## config.mk

```make
export PLATFORM = sky130hd
export DESIGN_NAME = spart_tx_fifo
export DESIGN_NICKNAME = d
export VERILOG_FILES = /design/src/rtl/spart_tx_fifo.sv
export SDC_FILE = /design/constraint.sdc
export NUM_CORES = 1
export LEC_CHECK = 0
export CORE_MARGIN = 2
export CORE_UTILIZATION = 68
export CTS_BUF_LIST = sky130_fd_sc_hd__clkbuf_4
export CTS_CLUSTER_SIZE = 16
export DETAILED_ROUTE_END_ITERATION = 10
export PLACE_DENSITY = 0.9
export SLEW_MARGIN = 20
export SYNTH_ARGS = -nofsm -noshare
export SYNTH_HDL_FRONTEND = slang
export SYNTH_SLANG_ARGS = --single-unit
export TNS_END_PERCENT = 10
```

## constraint.sdc

```tcl
create_clock -name clk -period 7.07 [get_ports clk]
set_input_delay 2.121 -clock clk [delete_from_list [all_inputs] [get_ports clk]]
set_output_delay 2.121 -clock clk [all_outputs]
set_load 0.02 [all_outputs]
```

## src/rtl/spart_tx_fifo.sv

```systemverilog
// SPART transmitter: byte FIFO feeding an 8N1 UART serialiser onto TxD.
// Latency: push at edge N pops from idle at N+1, so TxD falls after N+1; a frame lasts 10*BAUD_DIV cycles.
// Backpressure: full is high at DEPTH entries; a push while full is silently dropped and the sender holds send.
module spart_tx_fifo #(
    parameter int          DEPTH    = 8,
    parameter logic [15:0] BAUD_DIV = 16'd434
) (
    input  logic                     clk,
    input  logic                     rst,
    input  logic                     send,
    input  logic [7:0]               send_data,
    output logic                     full,
    output logic                     TxD,
    output logic                     tx_busy,
    output logic [$clog2(DEPTH):0]   count
);

    localparam int              AW        = $clog2(DEPTH);
    localparam int              CW        = AW + 1;
    localparam logic [CW-1:0]   FULL_CNT  = CW'(DEPTH);
    localparam logic [15:0]     BAUD_LAST = BAUD_DIV - 16'd1;

    typedef enum logic [1:0] {
        S_IDLE  = 2'd0,
        S_START = 2'd1,
        S_DATA  = 2'd2,
        S_STOP  = 2'd3
    } state_t;

    logic [7:0]    mem_q [DEPTH];
    logic [AW-1:0] wr_ptr_q;
    logic [AW-1:0] rd_ptr_q;
    logic [CW-1:0] count_q;

    state_t        state_q, state_d;
    logic [15:0]   baud_q, baud_d;
    logic [2:0]    bit_q, bit_d;
    logic [7:0]    shift_q, shift_d;
    logic          txd_q, txd_d;

    logic          push;
    logic          pop;
    logic          baud_end;
    logic [7:0]    head;

    // full comes from the registered count, so a same-cycle pop never frees room for a push
    assign full     = (count_q == FULL_CNT);
    assign push     = send & ~full;
    assign head     = mem_q[rd_ptr_q];
    assign baud_end = (baud_q == BAUD_LAST);

    assign count    = count_q;
    assign TxD      = txd_q;
    assign tx_busy  = (state_q != S_IDLE);

    // FIFO storage: written on accepted pushes, deliberately not reset
    always_ff @(posedge clk) begin
        if (push) begin
            mem_q[wr_ptr_q] <= send_data;
        end
    end

    // Pointers wrap naturally at DEPTH (power of two); occupancy tracked separately
    always_ff @(posedge clk or posedge rst) begin
        if (rst) begin
            wr_ptr_q <= '0;
            rd_ptr_q <= '0;
            count_q  <= '0;
        end else begin
            if (push) begin
                wr_ptr_q <= wr_ptr_q + AW'(1);
            end
            if (pop) begin
                rd_ptr_q <= rd_ptr_q + AW'(1);
            end
            case ({push, pop})
                2'b10:   count_q <= count_q + CW'(1);
                2'b01:   count_q <= count_q - CW'(1);
                default: count_q <= count_q;
            endcase
        end
    end

    // Serialiser state registers; TxD is registered so the line never glitches
    always_ff @(posedge clk or posedge rst) begin
        if (rst) begin
            state_q <= S_IDLE;
            baud_q  <= '0;
            bit_q   <= '0;
            shift_q <= '0;
            txd_q   <= 1'b1;
        end else begin
            state_q <= state_d;
            baud_q  <= baud_d;
            bit_q   <= bit_d;
            shift_q <= shift_d;
            txd_q   <= txd_d;
        end
    end

    // Next-state: TxD is computed one cycle ahead so it lines up with the state it belongs to
    always_comb begin
        state_d = state_q;
        baud_d  = baud_q;
        bit_d   = bit_q;
        shift_d = shift_q;
        txd_d   = txd_q;
        pop     = 1'b0;
        case (state_q)
            S_IDLE: begin
                txd_d = 1'b1;
                if (count_q != '0) begin
                    pop     = 1'b1;
                    shift_d = head;
                    baud_d  = '0;
                    state_d = S_START;
                    txd_d   = 1'b0;
                end
            end
            S_START: begin
                if (baud_end) begin
                    baud_d  = '0;
                    bit_d   = '0;
                    state_d = S_DATA;
                    txd_d   = shift_q[0];
                end else begin
                    baud_d = baud_q + 16'd1;
                end
            end
            S_DATA: begin
                if (baud_end) begin
                    baud_d  = '0;
                    shift_d = {1'b0, shift_q[7:1]};
                    if (bit_q == 3'd7) begin
                        state_d = S_STOP;
                        txd_d   = 1'b1;
                    end else begin
                        bit_d = bit_q + 3'd1;
                        txd_d = shift_q[1];
                    end
                end else begin
                    baud_d = baud_q + 16'd1;
                end
            end
            S_STOP: begin
                if (baud_end) begin
                    baud_d = '0;
                    if (count_q != '0) begin
                        // back-to-back frame: no idle gap after the stop bit
                        pop     = 1'b1;
                        shift_d = head;
                        state_d = S_START;
                        txd_d   = 1'b0;
                    end else begin
                        state_d = S_IDLE;
                        txd_d   = 1'b1;
                    end
                end else begin
                    baud_d = baud_q + 16'd1;
                end
            end
            default: begin
                state_d = S_IDLE;
                txd_d   = 1'b1;
            end
        endcase
    end

endmodule

```

==> impl_metrics.env <==
export IMPL_syn_area_sq_um=4890
export IMPL_dp_hpwl_um=6290
export IMPL_drv_cap=0
export IMPL_hold_viol=0
export IMPL_diodes=0
export IMPL_p_leak_uw=0.00197
export IMPL_irDropWorstVdd_v=0.000249
export IMPL_grt_max_degree=41
export IMPL_viasPerCell=6.45
export IMPL_worstPathArrival_ns=2.26
export IMPL_clockBufferDepth=2
export IMPL_relSlewSlack_pct=28.3
export IMPL_yosysWarnings=0
export IMPL_globalRouteOverflowTotal=0
export IMPL_netSwitchingPower_uw=726
export IMPL_area_growth_pct=6.96
export IMPL_synth_cell_types=60
export IMPL_synth_largest_area_cell="edfxtp_1"
export IMPL_clock_root_buffer="clkbuf_4"
export IMPL_cp_start_kind="register"
export IMPL_end_kind="output port"
export IMPL_timing_final_crit_share_pct=62.0
export IMPL_final_util_pct=76.1
export IMPL_crit_type="reg -> out"
export IMPL_grt_pass1_vias=2977
export IMPL_rows=30
export IMPL_avgSynthCellArea_sq_um=13.9
export IMPL_drive_gt1_share_pct=15.7
export IMPL_worst_slew_pin_transition_ns=1.07
export IMPL_synth_top_area_share_pct=39.3
export IMPL_io_buffers=17
export IMPL_netSwitchingFraction_pct=37.0
export IMPL_hold_path_class="reg -> reg"
export IMPL_cts_tree="yes"
export IMPL_wl_per_cell_um=19.9
export IMPL_drv_slew=0
export IMPL_p_clk_share_pct=13.9
export IMPL_initial_core_util_pct=71.2
export IMPL_pwr_density_cell_nw_per_um2=375
export IMPL_cts_max_level=3
export IMPL_layout_commonest_cell="edfxtp_1"
export IMPL_clock_fmax_mhz=228
export IMPL_vias=2998
export IMPL_pin_count=18
export IMPL_synth_cells=352
export IMPL_fin_ws_ns=2.68
export IMPL_intPower_uw=1230
export IMPL_drcViolationCount=0
export IMPL_post_place_cells=449
export IMPL_layout_cells_non_filler=465
export IMPL_holdBufCountCts=0
export IMPL_globalplace_congestion=0.937
export IMPL_grt_pass1_wl_um=15200
export IMPL_synth_main_ff_cell="edfxtp_1"
export IMPL_ant_nets=0
export IMPL_drt_iter0_markers=264
export IMPL_die_w_um=88.8
export IMPL_ys_ff_latch=104
export IMPL_cp_required_ns=4.95
export IMPL_antenna_found_initial=0
export IMPL_cts_made_buffers=9
export IMPL_power_frac_comb_pct=39.5
export IMPL_setup_tns_ns=0
export IMPL_synthTopCellsByArea="edfxtp_1 39%, dfrtp_1 20%, mux4_2 7.4%"
export IMPL_pre_cts_slack_ns=2.73
export IMPL_routed_wl_um=9230
export IMPL_rsz0062_at_grt="no"
export IMPL_synth_edff_count=64
export IMPL_status="finished, final reports clean"
export IMPL_grt_total_usage_pct=26.2
export IMPL_cts_sinks=104
export IMPL_skew_ns=0.0176
export IMPL_ys_async_sr_fraction_pct=38.5
export IMPL_crit_fanout=15
export IMPL_synth_seq_area_share_pct=59.8
export IMPL_die_area_sq_um=7880
export IMPL_clk_latency_ns=0.46
export IMPL_first_pass_iters=5
export IMPL_die_h_um=88.8
export IMPL_finalSetupViolations=0
export IMPL_finalNetCount=389
export IMPL_period_needed_ns=4.39
export IMPL_synth_nets=377
export IMPL_cts_resized=0
export IMPL_power_frac_seq_pct=46.5
export IMPL_layout_common_cells="64 x edfxtp_1, 38 x dfrtp_1, 23 x nand2_1"
export IMPL_post_cts_repair_setup_buffers=0
export IMPL_path_clk_slew_ns=0.15
export IMPL_core_area_sq_um=6870
-- power by group through the flow --
stage	Combinational (uW)	Clock [uW]	Sequential [uW]
2_1_floorplan	633	0	871
3_3_place_gp	737	0	914
3_5_place_dp	766	0	924
4_1_cts	773	278	911
5_1_grt	853	303	932
6_report	775	273	912
-- layer usage --
layer	up-vias	share of wire [%]	GRT usage, %
met1	1491	41	36.4
met4	0	2.3	11.4
met3	17	6.4	4.94
li1	1387	-	-
met5	-	0	0
met2	103	50	41.2
-- per-stage QoR --
step                      power, uW  hold WS (ns)  instance area (sq um)
after floorplan                1500         0.475                   4890
after global placement         1650         0.485                   5090
after detailed placement       1690         0.492                   5090
after CTS                      1960         0.525                   5220
after global routing           2090         0.553                   5230
final                          1960         0.529                   5230
-- cells by family (layout without fill, tap and decap cells) --
logic type / after synthesis / count (layout) / share of synthesized area [%]
compound gates: 69 / 69 / 10.0
xor+xnor: 8 / 8 / 1.43
fa+ha+maj: 14 / 14 / 3.58
buf+inv: 35 / 52 / 3.38
flops: 104 / 104 / 59.8
mux: 30 / 30 / 10.5
simple gates: 92 / 92 / 11.3
-- registers in the layout, summed over array words and instances, names as in the netlist, 2 cells and up --
name	flops
count	4
wr_ptr_q	3
bit_q	3
mem_q	64
baud_q	16
rd_ptr_q	3
shift_q	8
state_q	2
-- cell usage after synthesis (all sizes together), types with 10 or more instances --
| cell | count |
|---|---|
| a21oi | 14 |
| o21ai | 11 |
| nand3 | 10 |
| nand2 | 23 |
| inv | 17 |
| ha | 14 |
| buf | 11 |
| dfrtp | 39 |
| nor2 | 11 |
| mux4 | 16 |
| edfxtp | 64 |
| mux2 | 10 |
-- worst max-delay path, stage by stage, from the launching register on --
cell,delay [ns]
dfrtp_1,0.44
inv_1,0.14
ha_1,0.55
inv_1,0.12
clkdlybuf4s50_1,0.56
-- final cells by class --
cell class | count | area (sq um)
timing repair buffer | 19 | 185
tap | 96 | 120
multi-input combinational | 213 | 1810
sequential | 104 | 2930
clock inverter | 7 | 55.1
fill | 415 | 1640
inverter | 17 | 63.8
clock buffer | 9 | 67.6
-- final timing paths --
check,start,end,slack (ns),depth (start not counted)
worst max register to register,baud_q[1],count[2],3.78,13
worst max-delay path,state_q[0],tx_busy,2.68,4
min in group asynchronous,rst,count[3],2.07,3
max in group asynchronous,rst,rd_ptr_q[0],4.61,3
worst min register to register,shift_q[7],shift_q[7],0.53,1
worst min-delay path,shift_q[7],shift_q[7],0.53,1
Power figures use the tool's default switching activity.
